File: src/rtl/calc_hash_pkg.sv
// Shared types, constants and the CRC-32 step function for the hash-table datapath.
package hash_table;

  localparam int KEY_WIDTH      = 32;
  localparam int VALUE_WIDTH    = 16;
  localparam int BUCKET_WIDTH   = 8;
  localparam int HEAD_PTR_WIDTH = 8;

  localparam logic [31:0] CRC32_POLY = 32'h04C1_1DB7;

  typedef enum logic [1:0] {
    OP_INSERT = 2'd0,
    OP_SEARCH = 2'd1,
    OP_DELETE = 2'd2,
    OP_NOP    = 2'd3
  } ht_opcode_e;

  typedef struct packed {
    ht_opcode_e             opcode;
    logic [KEY_WIDTH-1:0]   key;
    logic [VALUE_WIDTH-1:0] value;
  } ht_command_t;

  typedef struct packed {
    ht_command_t               cmd;
    logic [BUCKET_WIDTH-1:0]   bucket;
    logic [HEAD_PTR_WIDTH-1:0] head_ptr;
    logic                      head_ptr_val;
  } ht_pdata_t;

  localparam int CMD_W   = $bits(ht_command_t);
  localparam int PDATA_W = $bits(ht_pdata_t);

  // Folds the low nbits of data into crc, MSB first, no reflection, no final XOR.
  function automatic logic [31:0] crc32_step(input logic [31:0]          crc,
                                             input logic [KEY_WIDTH-1:0] data,
                                             input int                   nbits);
    logic [31:0] c;
    logic        fb;
    c  = crc;
    fb = 1'b0;
    for (int i = KEY_WIDTH - 1; i >= 0; i--) begin
      if (i < nbits) begin
        fb = c[31] ^ data[i];
        c  = {c[30:0], 1'b0};
        if (fb) begin
          c = c ^ CRC32_POLY;
        end else begin
          c = c;
        end
      end else begin
        c = c;
      end
    end
    return c;
  endfunction

endpackage

File: src/rtl/calc_hash_stage.sv
// One register slice of the hash pipe: folds this stage's key chunk into the running CRC.
module calc_hash_stage
  import hash_table::*;
#(
  parameter int KEY_WIDTH   = hash_table::KEY_WIDTH,
  parameter int HASH_STAGES = 4,
  parameter int STAGE_IDX   = 0
) (
  input  logic             clk_i,
  input  logic             rst_i,
  input  logic             adv_i,
  output logic             adv_o,
  input  logic             valid_i,
  input  logic [CMD_W-1:0] cmd_i,
  input  logic [31:0]      crc_i,
  output logic             valid_o,
  output logic [CMD_W-1:0] cmd_o,
  output logic [31:0]      crc_o
);

  localparam int CHUNK   = KEY_WIDTH / HASH_STAGES;
  // Key sits directly above the value field in the packed command.
  localparam int KEY_LSB = VALUE_WIDTH;
  localparam int MSB     = KEY_LSB + KEY_WIDTH - 1 - STAGE_IDX * CHUNK;

  logic                           valid_q, valid_d;
  logic [CMD_W-1:0]               cmd_q, cmd_d;
  logic [31:0]                    crc_q, crc_d;
  logic [hash_table::KEY_WIDTH-1:0] chunk_s;

  // Next-state: capture upstream on advance, otherwise hold.
  always_comb begin
    adv_o   = !valid_q || adv_i;
    chunk_s = '0;
    chunk_s[CHUNK-1:0] = cmd_i[MSB -: CHUNK];
    if (adv_o) begin
      valid_d = valid_i;
      cmd_d   = cmd_i;
      crc_d   = crc32_step(crc_i, chunk_s, CHUNK);
    end else begin
      valid_d = valid_q;
      cmd_d   = cmd_q;
      crc_d   = crc_q;
    end
  end

  // Stage registers.
  always_ff @(posedge clk_i or posedge rst_i) begin
    if (rst_i) begin
      valid_q <= 1'b0;
      cmd_q   <= '0;
      crc_q   <= 32'h0;
    end else begin
      valid_q <= valid_d;
      cmd_q   <= cmd_d;
      crc_q   <= crc_d;
    end
  end

  assign valid_o = valid_q;
  assign cmd_o   = cmd_q;
  assign crc_o   = crc_q;

endmodule

File: src/rtl/calc_hash.sv
// Pipelined CRC-32 key hash feeding head_table; bubbles collapse via a per-stage advance chain.
module calc_hash
  import hash_table::*;
#(
  parameter int          KEY_WIDTH   = hash_table::KEY_WIDTH,
  parameter int          HASH_STAGES = 4,
  parameter logic [31:0] CRC_INIT    = 32'h0
) (
  input  logic               clk_i,
  input  logic               rst_i,
  input  logic [CMD_W-1:0]   cmd_i,
  input  logic               cmd_valid_i,
  output logic               cmd_ready_o,
  output logic [PDATA_W-1:0] pdata_out_o,
  output logic               pdata_out_valid_o,
  input  logic               pdata_out_ready_i,
  output logic               busy_o
);

  // Index 0 is the input side; index k+1 is the output of stage k.
  logic [HASH_STAGES:0] adv_s;
  logic [HASH_STAGES:0] valid_s;
  logic [CMD_W-1:0]     cmd_s [HASH_STAGES+1];
  logic [31:0]          crc_s [HASH_STAGES+1];
  ht_pdata_t            pdata_s;
  logic                 unused_crc_s;

  assign valid_s[0]            = cmd_valid_i;
  assign cmd_s[0]              = cmd_i;
  assign crc_s[0]              = CRC_INIT;
  assign adv_s[HASH_STAGES]    = pdata_out_ready_i;

  for (genvar k = 0; k < HASH_STAGES; k++) begin : g_stage
    calc_hash_stage #(
      .KEY_WIDTH   (KEY_WIDTH),
      .HASH_STAGES (HASH_STAGES),
      .STAGE_IDX   (k)
    ) u_stage (
      .clk_i   (clk_i),
      .rst_i   (rst_i),
      .adv_i   (adv_s[k+1]),
      .adv_o   (adv_s[k]),
      .valid_i (valid_s[k]),
      .cmd_i   (cmd_s[k]),
      .crc_i   (crc_s[k]),
      .valid_o (valid_s[k+1]),
      .cmd_o   (cmd_s[k+1]),
      .crc_o   (crc_s[k+1])
    );
  end

  // Output record; head_table fills in the head pointer fields.
  always_comb begin
    pdata_s        = '0;
    pdata_s.cmd    = ht_command_t'(cmd_s[HASH_STAGES]);
    pdata_s.bucket = crc_s[HASH_STAGES][BUCKET_WIDTH-1:0];
  end

  assign unused_crc_s      = ^crc_s[HASH_STAGES][31:BUCKET_WIDTH];
  assign pdata_out_o       = pdata_s;
  assign pdata_out_valid_o = valid_s[HASH_STAGES];
  assign cmd_ready_o       = adv_s[0];
  assign busy_o            = |valid_s[HASH_STAGES:1];

endmodule

File: config.mk
export PLATFORM = sky130hd
export DESIGN_NAME = calc_hash
export DESIGN_NICKNAME = d
export VERILOG_FILES = /design/src/rtl/calc_hash_pkg.sv /design/src/rtl/calc_hash_stage.sv /design/src/rtl/calc_hash.sv
export SDC_FILE = /design/constraint.sdc
export NUM_CORES = 1
export LEC_CHECK = 0
export CAP_MARGIN = 20
export CELL_PAD_IN_SITES_DETAIL_PLACEMENT = 1
export CELL_PAD_IN_SITES_GLOBAL_PLACEMENT = 2
export CORE_UTILIZATION = 42
export CTS_CLUSTER_SIZE = 25
export DETAILED_ROUTE_END_ITERATION = 8
export PLACE_DENSITY_LB_ADDON = 0.1
export SETUP_SLACK_MARGIN = 0.2
export SYNTH_ARGS = -nofsm -noshare
export SYNTH_HDL_FRONTEND = slang
export SYNTH_HIERARCHICAL = 1
export SYNTH_SLANG_ARGS = --single-unit
File: constraint.sdc
create_clock -name clk_i -period 5 [get_ports clk_i]
set_clock_uncertainty 0.1 [all_clocks]
set_input_delay 0.5 -clock clk_i [delete_from_list [all_inputs] [get_ports clk_i]]
set_output_delay 0.5 -clock clk_i [all_outputs]
set_load 0.02 [all_outputs]
# Word-level counts from Yosys, hierarchy flattened
# Index checks and enable logic that the tools add are counted.
# Widths: inputs -> output; s select.
[word_totals]
wordCells = 149
in_bits = 54
output_inout_bits = 70
reg_bits = 308
[classes]
n_mux = 64
n_bitwise = 64
reduce_logical = 9
[ops]
columns = ["operator", "n"]
rows = [
  ["$mux 32", 32],
  ["$mux 27", 31],
  ["$not 14->14", 31],
  ["$xor 1x1->1", 32],
  ["$mux 8", 1],
  ["$not 6->6", 1],
  ["$logic_not 1->1", 4],
  ["$logic_or 1x1->1", 4],
  ["$reduce_or 4->1", 1],
]

# Longest topological paths before layout
[depth]
word_depth = 29
mapped_depth = 14
ltp_nobuf = 10

# Hierarchy
# The synthesis kept the hierarchy.
[modules_own_cells]
columns = ["module", "instances", "seq_area_each_um2", "cells_per_inst", "area_each_um2"]
rows = [
  ["calc_hash_stage at g_stage[1].u_stage ...", 3, 2077.0, 380, 4033.9],
  ["calc_hash_stage at g_stage[0].u_stage", 1, 2077.0, 379, 4000.1],
  ["calc_hash", 1, 0.0, 11, 78.8],
]

# Worst setup path after synthesis
# Ideal clock, no wire load.
[synth_timing]
path_type = "reg-to-output"
from = "register g_stage[3].u_stage.valid_q"
to = "output cmd_ready_o"
slack_ns = 1.675
n_path_buf = 4
path_stages_with_launch = 13
arrival_time_ns = 2.725
cell_sequence = "dfrtp_1 > nor2b_1 > inv_2 > clkbuf_1 > nor2b_1 > inv_2 > clkbuf_1 > nor2b_1 > inv_2 > clkbuf_1 > nor2b_1 > inv_2 > clkbuf_1"
[synth_between]
elab_chain_cells = 5
[synth_rtl]
columns = ["item", "line", "text"]
rows = [
  ["start: declaration", "calc_hash_stage.sv:26", "logic valid_q, valid_d;"],
  ["start signal: assignment", "calc_hash_stage.sv:54", "valid_q <= valid_d;"],
  ["$logic_not 1->1", "calc_hash_stage.sv:33", "adv_o = !valid_q || adv_i;"],
  ["$logic_or 1x1->1", "calc_hash_stage.sv:33", ""],
  ["net adv_s[3]", "calc_hash.sv:21", "logic [HASH_STAGES:0] adv_s;"],
  ["$logic_or 1x1->1", "calc_hash_stage.sv:33", ""],
  ["net adv_s[2]", "calc_hash.sv:21", ""],
  ["$logic_or 1x1->1", "calc_hash_stage.sv:33", ""],
  ["net adv_s[1]", "calc_hash.sv:21", ""],
  ["$logic_or 1x1->1", "calc_hash_stage.sv:33", ""],
  ["end: declaration", "calc_hash.sv:13", "output logic cmd_ready_o,"],
]
# The timed path passes the listed nets, and every way through them passes these cells.

# Worst setup path in the final report
# Same ends and word-level chain as after synthesis.

==> out/metrics.cfg <==
[worst_setup_path]
cp-startpoint = g_stage[3].u_stage/valid_o
crit_required_ps = 4400
crit_type = reg2out
endpoint_kind = output pin
rrSetupSlack_ps = 2580
crit_arrival_ps = 2330
r2r_cells = 9
crit_path_end = cmd_ready_o
critPathMaxFanout = 3
worstReg2RegStart = g_stage[3].u_stage/valid_o
worst_r2r_endpoint = g_stage[0].u_stage/crc_o[24]
start_kind = flip-flop

[clock_network]
cts.clk_slew.worst_paths_ps = 60
cts_buffer_depth = 3
h-tree-depth = 1
cts_tree = built
cts_hold_buffers = 0
post_cts_resized = 0
postCtsSetupBuffers = 0
clk-insertion-delay-late_ps = 540
numCtsBuffers = 29
clockRootBuffer = clkbuf_16
clock_sinks = 260

[sta]
totalNegativeSetupSlack_ps = 0
post-route-min-period_ps = 2930
max_slew_margin_pct = 37.4
hold_viol = 0
rsz0062_at_grt = no
worst_pin_slew_ps = 938
slew_viol_final = 0
clock.fmax_mhz = 342
holdWs_ps = 286
finalCritPeriodShare_pct = 58.5
setup_viol = 0
setup_ws_ps = 2070

[floorplan]
die_area_sq_um = 29600
initial_core_util_pct = 43.2
rows = 61
core_area_sq_um = 28100
io_pins = 124
die_h_um = 172
die_w_um = 172

[power_and_ir_drop]
share_comb_of_total_power_pct = 39.4
p_total_mw = 8.53
p_clk_share_pct = 24.1
peakVddDrop_mv = 0.310
internal_power_mw = 5.74
seq_power_share_pct = 36.5
p_leak_nw = 7.20
p_switching_mw = 2.79
swShare_pct = 32.7
power.density_nw_per_um2 = 583

[min_path]
min_path_type = in2async

[routing]
wl_per_cell_um = 16.1
route.detailed.drc = 0
avgViaCountPerCell = 4.54
firstDrtPassIters = 4
ant_nets = 0
drt-initial-drc-count = 331
wl_um = 27900
via_count = 7845

[run]
maxCapViolations = 0

[cells_and_area]
area_growth_pct = 20.6
layout.cells.non_filler = 1729
fin_area_sq_um = 14600
num-fill-cells = 3193
layout-drive-gt1-share_pct = 9.18
layout.nets = 1385
n_antenna_cell = 0
finish.utilization_pct = 52.1

[place]
placed_area_sq_um = 13700
numPortBuffers = 114
place_hpwl_um = 19300
dp_cells = 1678
routabilityCongestion = 0.819
place_ws_ps = 2060

[synthesis]
synth_area_per_cell_sq_um = 10.0
synth_cells = 1209
synth_warnings = 6
syn_area_sq_um = 12100

[global_route]
grtUsageTotal_pct = 20.0
grt_pass1_vias = 8133
grt_overflow = 0
grt_max_degree = 77
antenna_found_initial = 0
grt_pass1_wl_um = 45800

[outcome]
status = completed

## state kept, by name, summed over array words and instances (netlist names)
| register | count |
|---|---|
| g_stage.u_stage/cmd_o | 200 |
| g_stage.u_stage/valid_o | 4 |
| g_stage.u_stage/crc_o | 56 |
## worst max-delay path, cell delays in order (launching register included)
cell             delay, ps
dfrtp_1                400
nor2b_4                180
inv_2                   60
nor2b_4                120
inv_2                   60
nor2b_4                110
inv_2                   50
nor2b_4                200
inv_2                   50
clkdlybuf4s50_1        530
## cell usage in the layout (no fill, tap or decap), types with 11 or more instances in the layout
cell / n
a21oi_1: 24
buf_4: 12
clkbuf_16: 29
clkdlybuf4s50_1: 114
conb_1: 41
dfrtp_1: 260
nand2_1: 630
nor2_1: 24
o21ai_0: 25
xnor2_1: 41
xnor2_2: 11
xnor2_4: 39
xnor3_1: 16
xor2_1: 27
## how the worst min path moves through the flow
stage	from	end	slack, ps	cells past startpoint
2_1_floorplan	g_stage[0].u_stage/cmd_o[0]	g_stage[0].u_stage/cmd_o[0]	340	2
3_3_place_gp	g_stage[3].u_stage/cmd_o[22]	g_stage[3].u_stage/cmd_o[22]	350	2
3_5_place_dp	g_stage[3].u_stage/cmd_o[14]	g_stage[3].u_stage/cmd_o[14]	360	2
4_1_cts	rst_i	g_stage[3].u_stage/cmd_o[1]	280	2
5_1_grt	rst_i	g_stage[3].u_stage/cmd_o[1]	330	2
6_report	rst_i	g_stage[3].u_stage/cmd_o[10]	290	2
## power by group through the flow
stage / logic, mW / clock network, mW / registers (mW)
finish: 3.37 / 2.06 / 3.11
global placement: 3.31 / 0 / 3.14
global route: 3.67 / 2.19 / 3.18
detailed placement: 3.38 / 0 / 3.16
CTS: 3.43 / 2.11 / 3.12
floorplan: 2.50 / 0 / 3.20
## final cells by class
type                            instances  area (sq um)  area share, %
Sequential cell                       260          6510           44.5
Multi-Input combinational cell        906          5460           37.3
Timing Repair Buffer                  126          1230           8.42
Clock buffer                           45           866           5.92
Tap cell                              378           473           3.23
Clock inverter                          6          58.8          0.402
Inverter                                8          31.3          0.214
## routing by layer
| layer | vias up | global-route usage [%] | wire length, um | share of wire [%] |
|---|---|---|---|---|
| met5 | - | 0 | 0 | 0 |
| met4 | 0 | 3.96 | 481 | 1.7 |
| met3 | 36 | 2.22 | 877 | 3.1 |
| met2 | 115 | 31.3 | 12800 | 46 |
| met1 | 3810 | 30.0 | 13800 | 49 |
| li1 | 3884 | - | - | - |
Note: power is estimated with default switching activity, not from simulation.
